<file path="src/rtl/mm_bram_arbiter_if.sv">
// Signal bundle between the two limb requesters, the BRAM arbiter and the
// single BRAM master port of the Montgomery multiplier subsystem.
interface mm_bram_arbiter_if #(
   parameter int ADDR_WIDTH = 32,
   parameter int DATA_WIDTH = 17
);
   logic                  req0_i;
   logic                  we0_i;
   logic [ADDR_WIDTH-1:0] addr0_i;
   logic [DATA_WIDTH-1:0] wdata0_i;
   logic                  gnt0_o;
   logic [DATA_WIDTH-1:0] rdata0_o;
   logic                  rvalid0_o;

   logic                  req1_i;
   logic                  we1_i;
   logic [ADDR_WIDTH-1:0] addr1_i;
   logic [DATA_WIDTH-1:0] wdata1_i;
   logic                  gnt1_o;
   logic [DATA_WIDTH-1:0] rdata1_o;
   logic                  rvalid1_o;

   logic                  BRAM_en_o;
   logic                  BRAM_we_o;
   logic [ADDR_WIDTH-1:0] BRAM_addr_o;
   logic [DATA_WIDTH-1:0] BRAM_din_o;
   logic [DATA_WIDTH-1:0] BRAM_dout_i;

   modport slave (
      input  req0_i, we0_i, addr0_i, wdata0_i,
      output gnt0_o, rdata0_o, rvalid0_o,
      input  req1_i, we1_i, addr1_i, wdata1_i,
      output gnt1_o, rdata1_o, rvalid1_o,
      output BRAM_en_o, BRAM_we_o, BRAM_addr_o, BRAM_din_o,
      input  BRAM_dout_i
   );

   modport master (
      output req0_i, we0_i, addr0_i, wdata0_i,
      input  gnt0_o, rdata0_o, rvalid0_o,
      output req1_i, we1_i, addr1_i, wdata1_i,
      input  gnt1_o, rdata1_o, rvalid1_o,
      input  BRAM_en_o, BRAM_we_o, BRAM_addr_o, BRAM_din_o,
      output BRAM_dout_i
   );
endinterface

</file>
<file path="src/rtl/mm_bram_arbiter.sv">
// Round-robin arbiter with bounded burst locking between the MM core (0) and
// the operand loader (1), with a tagged, latency-matched read return path.
module mm_bram_arbiter #(
   parameter int ADDR_WIDTH = 32,
   parameter int DATA_WIDTH = 17,
   parameter int RD_LATENCY = 1,
   parameter int MAX_BURST  = 8
) (
   input  logic             clock_i,
   input  logic             reset_n_i,
   mm_bram_arbiter_if.slave bus
);
   localparam logic [7:0] MAX_CNT = 8'(MAX_BURST);

   typedef struct packed {
      logic valid;
      logic id;
   } ret_tag_t;

   logic                  gnt0_s;
   logic                  gnt1_s;
   logic                  burst_lock_s;
   logic                  read_acc_s;
   logic                  last_owner_r;
   logic [7:0]            burst_cnt_r;
   logic                  bram_we_s;
   logic [ADDR_WIDTH-1:0] bram_addr_s;
   logic [DATA_WIDTH-1:0] bram_din_s;
   ret_tag_t              ret_pipe_r [RD_LATENCY];
   ret_tag_t              ret_tail_s;
   logic                  rvalid0_s;
   logic                  rvalid1_s;
   logic [DATA_WIDTH-1:0] rdata0_r;
   logic [DATA_WIDTH-1:0] rdata1_r;

   // The current owner keeps the port while its run is active but not yet at the limit.
   assign burst_lock_s = (burst_cnt_r != 8'd0) && (burst_cnt_r < MAX_CNT);

   // Grant decision from live requests and the registered owner/run state.
   always_comb begin
      gnt0_s = 1'b0;
      gnt1_s = 1'b0;
      if (!reset_n_i) begin
         gnt0_s = 1'b0;
         gnt1_s = 1'b0;
      end else if (bus.req0_i && !bus.req1_i) begin
         gnt0_s = 1'b1;
      end else if (!bus.req0_i && bus.req1_i) begin
         gnt1_s = 1'b1;
      end else if (bus.req0_i && bus.req1_i) begin
         if (burst_lock_s) begin
            gnt0_s = ~last_owner_r;
            gnt1_s = last_owner_r;
         end else begin
            gnt0_s = last_owner_r;
            gnt1_s = ~last_owner_r;
         end
      end else begin
         gnt0_s = 1'b0;
         gnt1_s = 1'b0;
      end
   end

   // Steer the granted requester onto the BRAM port; idle cycles drive zeros.
   always_comb begin
      bram_we_s   = 1'b0;
      bram_addr_s = '0;
      bram_din_s  = '0;
      if (gnt0_s) begin
         bram_we_s   = bus.we0_i;
         bram_addr_s = bus.addr0_i;
         bram_din_s  = bus.wdata0_i;
      end else if (gnt1_s) begin
         bram_we_s   = bus.we1_i;
         bram_addr_s = bus.addr1_i;
         bram_din_s  = bus.wdata1_i;
      end else begin
         bram_we_s   = 1'b0;
         bram_addr_s = '0;
         bram_din_s  = '0;
      end
   end

   // Owner pointer and saturating run-length counter.
   always_ff @(posedge clock_i or negedge reset_n_i) begin
      if (!reset_n_i) begin
         last_owner_r <= 1'b1;
         burst_cnt_r  <= 8'd0;
      end else if (gnt0_s || gnt1_s) begin
         if (gnt1_s == last_owner_r) begin
            burst_cnt_r <= (burst_cnt_r < MAX_CNT) ? (burst_cnt_r + 8'd1) : MAX_CNT;
         end else begin
            burst_cnt_r  <= 8'd1;
            last_owner_r <= gnt1_s;
         end
      end else begin
         burst_cnt_r <= 8'd0;
      end
   end

   assign read_acc_s = (gnt0_s && !bus.we0_i) || (gnt1_s && !bus.we1_i);

   // Return tags travel alongside the BRAM read latency; reset discards in-flight reads.
   always_ff @(posedge clock_i or negedge reset_n_i) begin
      if (!reset_n_i) begin
         for (int i = 0; i < RD_LATENCY; i++) begin
            ret_pipe_r[i] <= '0;
         end
      end else begin
         ret_pipe_r[0] <= '{valid: read_acc_s, id: gnt1_s};
         for (int i = 1; i < RD_LATENCY; i++) begin
            ret_pipe_r[i] <= ret_pipe_r[i-1];
         end
      end
   end

   assign ret_tail_s = ret_pipe_r[RD_LATENCY-1];
   assign rvalid0_s  = ret_tail_s.valid && !ret_tail_s.id;
   assign rvalid1_s  = ret_tail_s.valid && ret_tail_s.id;

   // Hold the last returned word per requester between returns.
   always_ff @(posedge clock_i or negedge reset_n_i) begin
      if (!reset_n_i) begin
         rdata0_r <= '0;
         rdata1_r <= '0;
      end else begin
         if (rvalid0_s) begin
            rdata0_r <= bus.BRAM_dout_i;
         end
         if (rvalid1_s) begin
            rdata1_r <= bus.BRAM_dout_i;
         end
      end
   end

   assign bus.gnt0_o      = gnt0_s;
   assign bus.gnt1_o      = gnt1_s;
   assign bus.rvalid0_o   = rvalid0_s;
   assign bus.rvalid1_o   = rvalid1_s;
   assign bus.rdata0_o    = rvalid0_s ? bus.BRAM_dout_i : rdata0_r;
   assign bus.rdata1_o    = rvalid1_s ? bus.BRAM_dout_i : rdata1_r;
   assign bus.BRAM_en_o   = gnt0_s | gnt1_s;
   assign bus.BRAM_we_o   = bram_we_s;
   assign bus.BRAM_addr_o = bram_addr_s;
   assign bus.BRAM_din_o  = bram_din_s;
endmodule

</file>
<file path="src/flat_wrapper.sv">
// flat-port wrapper written by rule: the top's interface ports become plain ports
module mm_bram_arbiter_flat 
#(
   parameter int ADDR_WIDTH = 32,
   parameter int DATA_WIDTH = 17,
   parameter int RD_LATENCY = 1,
   parameter int MAX_BURST  = 8
)
  (clock_i, reset_n_i, bus_req0_i, bus_we0_i, bus_addr0_i, bus_wdata0_i, bus_gnt0_o, bus_rdata0_o, bus_rvalid0_o, bus_req1_i, bus_we1_i, bus_addr1_i, bus_wdata1_i, bus_gnt1_o, bus_rdata1_o, bus_rvalid1_o, bus_BRAM_en_o, bus_BRAM_we_o, bus_BRAM_addr_o, bus_BRAM_din_o, bus_BRAM_dout_i);
  mm_bram_arbiter_if #(.ADDR_WIDTH(ADDR_WIDTH), .DATA_WIDTH(DATA_WIDTH)) bus_i ();
  input  logic clock_i;
  input  logic reset_n_i;
  input wire logic [$bits(bus_i.req0_i)-1:0] bus_req0_i;
  input wire logic [$bits(bus_i.we0_i)-1:0] bus_we0_i;
  input wire logic [$bits(bus_i.addr0_i)-1:0] bus_addr0_i;
  input wire logic [$bits(bus_i.wdata0_i)-1:0] bus_wdata0_i;
  output wire logic [$bits(bus_i.gnt0_o)-1:0] bus_gnt0_o;
  output wire logic [$bits(bus_i.rdata0_o)-1:0] bus_rdata0_o;
  output wire logic [$bits(bus_i.rvalid0_o)-1:0] bus_rvalid0_o;
  input wire logic [$bits(bus_i.req1_i)-1:0] bus_req1_i;
  input wire logic [$bits(bus_i.we1_i)-1:0] bus_we1_i;
  input wire logic [$bits(bus_i.addr1_i)-1:0] bus_addr1_i;
  input wire logic [$bits(bus_i.wdata1_i)-1:0] bus_wdata1_i;
  output wire logic [$bits(bus_i.gnt1_o)-1:0] bus_gnt1_o;
  output wire logic [$bits(bus_i.rdata1_o)-1:0] bus_rdata1_o;
  output wire logic [$bits(bus_i.rvalid1_o)-1:0] bus_rvalid1_o;
  output wire logic [$bits(bus_i.BRAM_en_o)-1:0] bus_BRAM_en_o;
  output wire logic [$bits(bus_i.BRAM_we_o)-1:0] bus_BRAM_we_o;
  output wire logic [$bits(bus_i.BRAM_addr_o)-1:0] bus_BRAM_addr_o;
  output wire logic [$bits(bus_i.BRAM_din_o)-1:0] bus_BRAM_din_o;
  input wire logic [$bits(bus_i.BRAM_dout_i)-1:0] bus_BRAM_dout_i;
  assign bus_i.req0_i = bus_req0_i;
  assign bus_i.we0_i = bus_we0_i;
  assign bus_i.addr0_i = bus_addr0_i;
  assign bus_i.wdata0_i = bus_wdata0_i;
  assign bus_gnt0_o = bus_i.gnt0_o;
  assign bus_rdata0_o = bus_i.rdata0_o;
  assign bus_rvalid0_o = bus_i.rvalid0_o;
  assign bus_i.req1_i = bus_req1_i;
  assign bus_i.we1_i = bus_we1_i;
  assign bus_i.addr1_i = bus_addr1_i;
  assign bus_i.wdata1_i = bus_wdata1_i;
  assign bus_gnt1_o = bus_i.gnt1_o;
  assign bus_rdata1_o = bus_i.rdata1_o;
  assign bus_rvalid1_o = bus_i.rvalid1_o;
  assign bus_BRAM_en_o = bus_i.BRAM_en_o;
  assign bus_BRAM_we_o = bus_i.BRAM_we_o;
  assign bus_BRAM_addr_o = bus_i.BRAM_addr_o;
  assign bus_BRAM_din_o = bus_i.BRAM_din_o;
  assign bus_i.BRAM_dout_i = bus_BRAM_dout_i;
  mm_bram_arbiter #(.ADDR_WIDTH(ADDR_WIDTH), .DATA_WIDTH(DATA_WIDTH), .RD_LATENCY(RD_LATENCY), .MAX_BURST(MAX_BURST)) u_core (.clock_i(clock_i), .reset_n_i(reset_n_i), .bus(bus_i));
endmodule
</file>
<file path="config.mk">
export PLATFORM = sky130hd
export DESIGN_NAME = mm_bram_arbiter_flat
export DESIGN_NICKNAME = d
export VERILOG_FILES = /design/src/rtl/mm_bram_arbiter_if.sv /design/src/rtl/mm_bram_arbiter.sv /design/src/flat_wrapper.sv
export SDC_FILE = /design/constraint.sdc
export NUM_CORES = 1
export LEC_CHECK = 0
export ABC_AREA = 1
export BUFFER_PORTS_ARGS = -buffer_cell sky130_fd_sc_hd__buf_2
export CORE_MARGIN = 4
export CORE_UTILIZATION = 42
export CTS_CLUSTER_DIAMETER = 60
export DETAILED_ROUTE_END_ITERATION = 7
export GPL_TIMING_DRIVEN = 0
export MAX_ROUTING_LAYER = met4
export PLACE_DENSITY = 0.95
export SETUP_SLACK_MARGIN = 0.02
export SLEW_MARGIN = 20
export SYNTH_ARGS = -nofsm -noshare
export SYNTH_HDL_FRONTEND = slang
export SYNTH_SLANG_ARGS = --single-unit
</file>
<file path="constraint.sdc">
create_clock -name clock_i -period 4.5 [get_ports clock_i]
set_input_delay 0.675 -clock clock_i [delete_from_list [all_inputs] [get_ports clock_i]]
set_output_delay 0.675 -clock clock_i [all_outputs]
set_load 0.005 [all_outputs]
</file>
== After elaboration in Yosys (flattened, before gate mapping) ==
Index checks and enable logic that the tools add are counted.
Storage, ports and cells
  flip-flop bits (word level): 45
  input bits: 121
  output and inout port bits: 89
  logic and storage cells: 50
Cells by class
  $add $sub $neg: 1
  order comparisons: 1
  eq/ne operators: 1
  muxes and demuxes: 21
  bitwise gates (word level): 3
  reductions and logical operators: 17
Operator list (count)
  $mux 17: 4
  $mux 32: 2
  $mux 8: 3
  $mux 1: 12
  $add 8x1->8 const B: 1
  $logic_and 1x1->1: 8
  $lt 8x4->1 const B: 1
  $reduce_bool 8->1: 1
  $logic_not 1->1: 5
  $logic_or 1x1->1: 2
  $not 1->1: 2
  $reduce_and 2->1: 1
  $eq 1x1->1: 1
  $or 1x1->1: 1

== Longest topological paths before layout ==
Gate-level depths: netlist of run 1.
  word-level depth: 10
  depth in mapped cells: 12
  mapped depth without buffers: 11

== Worst setup path after synthesis of run 1 ==
No wires, ideal clock.
  path kind: reg-to-output
  from: reg u_core.burst_cnt_r[0]
  to: out bus_BRAM_din_o[10]
  arrival time: 1.349 ns
  slack: 2.476 ns
  cell stages (with the launch flop): 13
  buffers on the path: 1
  cells stage by stage: dfrtp_1 > inv_1 > ha_1 > nand2_2 > nand4_1 > nand2_1 > nand2_1 > nand2_1 > nand2_2 > inv_2 > buf_6 > nand2_1 > nand2_1
On the way
  elaborated cells between the ends (all ways): 15
  classes of those cells: order compare (1); mux (12); reduce/logical (2)
RTL lines
  start: declaration: RTL line mm_bram_arbiter.sv:25  | logic [7:0] burst_cnt_r;
  start signal: assignment: RTL line mm_bram_arbiter.sv:91  | burst_cnt_r <= (burst_cnt_r < MAX_CNT) ? (burst_cnt_r + 8'd1) : MAX_CNT;
  $lt 8x4->1 / $reduce_bool 8->1 (equally long branches): RTL line mm_bram_arbiter.sv:37  | assign burst_lock_s = (burst_cnt_r != 8'd0) && (burst_cnt_r < MAX_CNT);
  $logic_and 1x1->1 (*): RTL line mm_bram_arbiter.sv:37
  $mux 1 (*): RTL line mm_bram_arbiter.sv:51  | if (burst_lock_s) begin
  $mux 1 (*): RTL line mm_bram_arbiter.sv:50  | end else if (bus.req0_i && bus.req1_i) begin
  $mux 1 (*): RTL line mm_bram_arbiter.sv:48  | end else if (!bus.req0_i && bus.req1_i) begin
  $mux 1 (*): RTL line mm_bram_arbiter.sv:46  | end else if (bus.req0_i && !bus.req1_i) begin
  $mux 1 (*): RTL line mm_bram_arbiter.sv:43  | if (!reset_n_i) begin
  named net bus_gnt0_o: RTL line flat_wrapper.sv:17  | output wire logic [$bits(bus_i.gnt0_o)-1:0] bus_gnt0_o;
  $mux 17 (*): RTL line mm_bram_arbiter.sv:69  | if (gnt0_s) begin
  end: declaration: RTL line flat_wrapper.sv:30  | output wire logic [$bits(bus_i.BRAM_din_o)-1:0] bus_BRAM_din_o;
The timed path passes the listed nets; every way through them passes the cells marked *.

== Worst setup path in the final report of run 1 ==
  from: in reset_n_i
  to: out bus_BRAM_din_o[15]
On the way
  longest elaborated chain between the ends: 3
  elaborated cells between the ends (all ways): 4
  classes of those cells: mux (4)
RTL lines
  start: declaration: RTL line flat_wrapper.sv:12  | input logic reset_n_i;
  $mux 1: RTL line mm_bram_arbiter.sv:43
  $mux 17: RTL line mm_bram_arbiter.sv:73  | end else if (gnt1_s) begin
  $mux 17 (*): RTL line mm_bram_arbiter.sv:69
Every way passes the cells marked *; elsewhere a longest branch is shown, timed or not.

==> impl_metrics.json, run 1 <==
{
  "run_status": "finished, final reports clean",
  "finish.utilization": 0.643,
  "pre_cts_ws_ns": 1.47,
  "stdcell_area_um2": 3780,
  "worstPathMaxFanout": 48,
  "groute.usage.overall": 0.222,
  "place.port_buffers": 209,
  "place_hpwl_um": 6880,
  "maxSlewViolCount": 0,
  "drcViolationCount": 0,
  "worst_setup_path_type": "primary input to output pin",
  "post-cts-setup-buffers": 0,
  "cap_violations": 0,
  "fp.coreArea_um2": 5890,
  "clock-skew-final_ns": 0.00840,
  "cpPeakStageDelay_ns": 0.46,
  "timing.rr.start": "u_core.burst_cnt_r[0]",
  "placed_cell_area_um2": 3690,
  "timing.final.setup_violations": 0,
  "clock_path_buffers": 2,
  "worst_path_most_repeated_cell": "sky130_fd_sc_hd__nand2_1",
  "netlist_instances": 346,
  "register_to_register_path_depth": 10,
  "fin_crit_ns": 2.65,
  "ctsHoldBuffers": 0,
  "cts_tree": "built",
  "synthesis.area_um2": 2540,
  "totalNegativeSetupSlack_ns": 0,
  "antenna_cells_inserted": 0,
  "p_leak_nw": 2.40,
  "route.final.wire_length_um": 8320,
  "cp-start-kind": "primary input",
  "setup.worst_path.end_class": "output pin",
  "critical_path_arrival_ns": 1.97,
  "routabilityCongestion": 0.862,
  "layout.cells.most_common": "sky130_fd_sc_hd__buf_2",
  "worst_r2r_endpoint": "u_core.burst_cnt_r[3]",
  "route.detailed.vias_per_inst": 4.52,
  "cts-buffers-inserted": 5,
  "worst-slew-pin-transition_ns": 0.590,
  "power_density_nw_per_um2": 313,
  "synth-seq-cells": 45,
  "ys.warnings.count": 0,
  "antenna_found_initial": 0,
  "maxSlewHeadroom": 0.606,
  "final.setup.worst_slack_ns": 1.85,
  "syn_to_final_growth_pct": 49.0,
  "routed-via-count": 2895,
  "worst_vdd_drop_v": 0.000275,
  "first_iter_violations": 79,
  "design.final.nets": 688,
  "setup_repair_after_global_routing_missed_its_margin": "false",
  "post_cts_resize_count": 0,
  "grt_pass1_vias": 2844,
  "sequential_to_total_area_share_from_yosys_stat": 0.444,
  "critPathBufInv": 5,
  "avgSynthCellArea_um2": 7.34,
  "floorplan.die_area_um2": 7360,
  "htree_num_levels": 2,
  "hp-class": "primary input to asynchronous set/reset pin",
  "layout_common_cells": "sky130_fd_sc_hd__buf_2 (208), sky130_fd_sc_hd__nand2_1 (176), sky130_fd_sc_hd__dfrtp_1 (44), sky130_fd_sc_hd__o21ai_0 (35), sky130_fd_sc_hd__inv_1 (28)",
  "clock_latency_ns": 0.29,
  "initial_utilization": 0.432,
  "grt-ovfl-total": 0,
  "grt_start_max_net_pins": 49,
  "synth_largest_area_cell": "sky130_fd_sc_hd__dfrtp_1",
  "critPathRequiredTime_ns": 3.83,
  "post_route_cells_drive_above_1_share": 0.458,
  "wl_per_cell_um": 13.0,
  "cp_cell_sequence": "buf_4, nand2_1, inv_1, nand2_2, inv_2, buf_6, nand2_1, nand2_1, buf_2",
  "r2r_slack_ns": 2.98,
  "yosys_cell_types": 25,
  "grt_pass1_wl_um": 13000,
  "die-height_um": 85.8,
  "tritoncts_num_sinks": 45,
  "clk_pin_slew_worst_paths_ns": 0.09,
  "clk_root_buffer_cell": "sky130_fd_sc_hd__clkbuf_8",
  "synth_top_area_frac": 0.433,
  "placementRows": 28,
  "die_w_um": 85.8,
  "path_delay_family": "buffers and inverters",
  "design.portCount": 210,
  "finalHoldViolations": 0,
  "post-route-period-util": 0.588,
  "fmaxAchievable_mhz": 378,
  "crit_slowest_cell": "sky130_fd_sc_hd__buf_4",
  "first_pass_iters": 4,
  "route.antenna.remaining_nets": 0,
  "post_synth_main_area_contributors": "sky130_fd_sc_hd__dfrtp_1 (43%), sky130_fd_sc_hd__nand2_1 (26%), sky130_fd_sc_hd__o21ai_0 (6.9%), sky130_fd_sc_hd__nand2_2 (5.4%), sky130_fd_sc_hd__inv_1 (4.1%)"
}
[logic make-up (layout without fill, tap and decap cells)]
| kind of cell | count (synthesis) | count (layout) | synth area share |
|---|---|---|---|
| AND/OR/NAND/NOR | 212 | 212 | 0.350 |
| buffers and inverters | 47 | 264 | 0.113 |
| flip-flops | 45 | 45 | 0.444 |
| AO/OA/AOI/OAI | 38 | 38 | 0.0778 |
| adder cells (fa/ha/maj) | 2 | 2 | 0.00985 |
| other | 1 | 4 | 0.00148 |
| XOR/XNOR | 1 | 1 | 0.00345 |
[per-layer routing]
layer,vias up,GRT usage,share of wire
met5,-,-,0
met4,0,0.0360,0.0084
met3,6,0.0490,0.083
met2,104,0.415,0.54
met1,1303,0.244,0.37
li1,1482,-,-
[flip-flops by register name (all words and copies together) (netlist names)]
register,count
u_core.burst_cnt_r,8
u_core.last_owner_r,1
u_core.rdata1_r,17
u_core.rdata0_r,17
u_core.ret_pipe_r,2
[synthesized netlist by cell type]
| cell type | number |
|---|---|
| sky130_fd_sc_hd__inv_8 | 1 |
| sky130_fd_sc_hd__o22ai_1 | 1 |
| sky130_fd_sc_hd__inv_1 | 28 |
| sky130_fd_sc_hd__nand3_1 | 3 |
| sky130_fd_sc_hd__dfrtp_1 | 44 |
| sky130_fd_sc_hd__nor2_1 | 4 |
| sky130_fd_sc_hd__nand3_2 | 2 |
| sky130_fd_sc_hd__nand2_2 | 22 |
| sky130_fd_sc_hd__inv_2 | 2 |
| sky130_fd_sc_hd__a311oi_1 | 1 |
| sky130_fd_sc_hd__conb_1 | 1 |
| sky130_fd_sc_hd__nor2_4 | 1 |
| sky130_fd_sc_hd__dfstp_2 | 1 |
| sky130_fd_sc_hd__buf_8 | 3 |
| sky130_fd_sc_hd__clkbuf_1 | 6 |
| sky130_fd_sc_hd__o21a_1 | 1 |
| sky130_fd_sc_hd__nand2_4 | 1 |
| sky130_fd_sc_hd__nand2_1 | 176 |
| sky130_fd_sc_hd__nand4_1 | 1 |
| sky130_fd_sc_hd__o21ai_0 | 35 |
| sky130_fd_sc_hd__buf_6 | 5 |
| sky130_fd_sc_hd__xor2_1 | 1 |
| sky130_fd_sc_hd__ha_1 | 2 |
| sky130_fd_sc_hd__nor2_2 | 2 |
| sky130_fd_sc_hd__buf_12 | 2 |
[worst max-delay path by stage]
stage | to | cells after the start | startpoint | slack [ns]
3_5_place_dp | bus_BRAM_addr_o[3] | 9 | reset_n_i | 1.47
4_1_cts | bus_BRAM_addr_o[3] | 9 | reset_n_i | 1.46
3_3_place_gp | bus_BRAM_addr_o[3] | 9 | reset_n_i | 1.54
2_1_floorplan | bus_BRAM_din_o[10] | 12 | u_core.burst_cnt_r[0] | 2.48
6_report | bus_BRAM_din_o[15] | 9 | reset_n_i | 1.85
5_1_grt | bus_BRAM_din_o[15] | 9 | reset_n_i | 1.66
[final cells by class]
type / count / area [µm²]
multi-input combinational: 257 / 1140
clock inverter: 3 / 21.3
clock buffer: 5 / 68.8
inverter: 31 / 124
timing repair buffer: 209 / 1050
tap: 75 / 93.8
buffer: 16 / 164
fill: 532 / 2100
sequential: 45 / 1130
[power by group]
part	leakage [nW]	switching, mW	internal [mW]
clock	0.0445	0.138	0.110
combinational	1.81	0.219	0.190
sequential	0.550	0.0297	0.499
total	2.40	0.387	0.799
[metrics by stage]
| step | std cells | total power, mW | hold WS, ns |
|---|---|---|---|
| final | 641 | 1.19 | 0.370 |
| after detailed placement | 633 | 0.948 | 0.477 |
| after global placement | 633 | 0.929 | 0.472 |
| after global routing | 641 | 1.27 | 0.405 |
| after CTS | 641 | 1.20 | 0.500 |
| after floorplan | 349 | 0.717 | 0.379 |
(Power assumes the default switching activity.)
==> inputs of run 2 (changes only) <==
- CORE_UTILIZATION: 42 -> 39
- PLACE_DENSITY: 0.95 -> 0.91
- clock period: 4.5 -> 2.45 ns (I/O delays scaled with it)
==> impl_metrics.json, run 2 (same netlist as run 1, synthesis figures left out) <==
{
  "totalNegativeSetupSlack_ns": 0,
  "grt-ovfl-total": 0,
  "cts-buffers-inserted": 5,
  "post-cts-setup-buffers": 0,
  "layout_common_cells": "sky130_fd_sc_hd__buf_2 (208), sky130_fd_sc_hd__nand2_1 (175), sky130_fd_sc_hd__dfrtp_1 (44), sky130_fd_sc_hd__o21ai_0 (35), sky130_fd_sc_hd__inv_1 (28)",
  "hp-class": "primary input to asynchronous set/reset pin",
  "pre_cts_ws_ns": 0.00415,
  "power_density_nw_per_um2": 600,
  "worst_setup_path_type": "flop to output pin",
  "first_iter_violations": 83,
  "switchingPower_mw": 0.704,
  "routabilityCongestion": 0.830,
  "clock_latency_ns": 0.29,
  "critPathRequiredTime_ns": 2.08,
  "floorplan.die_area_um2": 7870,
  "setup.worst_path.end_class": "output pin",
  "htree_num_levels": 2,
  "wl_per_cell_um": 13.7,
  "finalHoldViolations": 0,
  "setup_repair_after_global_routing_missed_its_margin": "true",
  "critical_path_arrival_ns": 1.91,
  "p_leak_nw": 2.41,
  "first_pass_iters": 4,
  "drcViolationCount": 0,
  "routed-via-count": 2897,
  "hold_ws_ns": 0.0696,
  "stdcell_area_um2": 3830,
  "power_frac_seq": 0.422,
  "design.portCount": 210,
  "antenna_found_initial": 2,
  "clock-skew-final_ns": 0.00709,
  "place.port_buffers": 209,
  "grt_pass1_vias": 2620,
  "syn_to_final_growth_pct": 51.0,
  "comb_power_share": 0.328,
  "cp-start-kind": "flop",
  "netSwitchingFraction": 0.306,
  "place_hpwl_um": 7440,
  "placed_cell_area_um2": 3690,
  "tritoncts_num_sinks": 45,
  "initial_utilization": 0.400,
  "final.setup.worst_slack_ns": 0.171,
  "ctsHoldBuffers": 0,
  "run_status": "finished, final reports clean",
  "fin_crit_ns": 2.28,
  "worst-slew-pin-transition_ns": 0.566,
  "fmaxAchievable_mhz": 439,
  "grt_pass1_wl_um": 12300,
  "design.final.nets": 688,
  "cap_violations": 0,
  "layout.cells.most_common": "sky130_fd_sc_hd__buf_2",
  "reg_top3": "u_core.rdata0_r: 17 flops, u_core.rdata1_r: 17 flops, u_core.burst_cnt_r: 8 flops",
  "route.detailed.vias_per_inst": 4.48,
  "clk_root_buffer_cell": "sky130_fd_sc_hd__clkbuf_8",
  "pwr-share-clk": 0.250,
  "post_route_cells_drive_above_1_share": 0.459,
  "post-route-period-util": 0.930,
  "worstPathMaxFanout": 10,
  "timing.final.setup_violations": 0,
  "maxSlewHeadroom": 0.623,
  "clock_path_buffers": 2,
  "grt_start_max_net_pins": 49,
  "route.antenna.remaining_nets": 0,
  "placementRows": 29,
  "groute.usage.overall": 0.209,
  "worst_vdd_drop_v": 0.000566,
  "maxSlewViolCount": 0,
  "fp.coreArea_um2": 6350,
  "die_w_um": 88.7,
  "route.final.wire_length_um": 8850,
  "die-height_um": 88.7,
  "intPower_mw": 1.60,
  "cts_tree": "built",
  "clk_pin_slew_worst_paths_ns": 0.09
}
[run 2: changes by cell type in the layout (fill, tap and decap cells not counted), sizes merged]
cell	before	now
diode	0	3
bufinv	0	1
inv	32	30
clkbuf	11	12
[run 2: final cells by class]
| class | instances | area [µm²] |
|---|---|---|
| fillers | 568 | 2510 |
| multi-input cells | 257 | 1140 |
| flip-flops and latches | 45 | 1130 |
| repair buffers | 209 | 1050 |
| plain buffers | 16 | 168 |
| inverters | 31 | 129 |
| well taps | 77 | 96.3 |
| clock buffers | 6 | 82.6 |
| clock inverters | 2 | 37.5 |
| diodes | 3 | 7.51 |
[run 2: timing repair]
| action | 4_1_cts | 5_1_grt |
|---|---|---|
| gates resized for setup | 1 | 4 |
| setup endpoints to repair | 1 | 46 |
| pin swaps | 0 | 1 |
[run 2: power by group through the flow]
stage	clock, mW	sequential, mW	combinational (mW)
floorplan	0	0.967	0.349
global placement	0	0.974	0.738
detailed placement	0	0.984	0.762
CTS	0.585	0.970	0.765
global route	0.628	0.988	0.848
finish	0.576	0.971	0.755
[run 2: routing by layer]
metal,vias to the layer above,wire length (µm),GRT usage
li1,1488,-,-
met5,-,0,-
met2,106,4600,0.362
met3,8,796,0.0410
met4,0,110,0.0563
met1,1295,3340,0.247
[run 2: worst max-delay path: stages, from the launching register on]
cell and delay, ns:
sky130_fd_sc_hd__dfrtp_1 0.38, sky130_fd_sc_hd__inv_1 0.07, sky130_fd_sc_hd__ha_1 0.21, sky130_fd_sc_hd__nand2_2 0.08, sky130_fd_sc_hd__nand4_1 0.09, sky130_fd_sc_hd__nand2_1 0.12
sky130_fd_sc_hd__nand3_2 0.10, sky130_fd_sc_hd__nand2_4 0.12, sky130_fd_sc_hd__inv_8 0.06, sky130_fd_sc_hd__buf_8 0.13, sky130_fd_sc_hd__nand2_1 0.07, sky130_fd_sc_hd__nand2_2 0.07
sky130_fd_sc_hd__buf_2 0.13
[run 2: metrics by stage]
step                       util  total power, mW  std cells
final                     0.604             2.30        646
after global routing      0.604             2.46        645
after CTS                 0.601             2.32        643
after detailed placement  0.582             1.75        635
after global placement    0.582             1.71        635
after floorplan               -             1.32        349
[run 2: worst paths after layout]
kind | start | endpoint | slack, ns | depth (start not counted)
worst min register to register | u_core.rdata1_r[0] | u_core.rdata1_r[0] | 0.49 | 2
min in group clock_i | bus_we0_i | u_core.ret_pipe_r[1] | 0.28 | 2
max in group asynchronous | reset_n_i | u_core.burst_cnt_r[0] | 1.99 | 1
worst max register to register | u_core.burst_cnt_r[0] | u_core.burst_cnt_r[3] | 0.92 | 10
worst max-delay path | u_core.burst_cnt_r[0] | bus_BRAM_addr_o[15] | 0.17 | 12
worst min-delay path | reset_n_i | u_core.rdata0_r[6] | 0.07 | 1
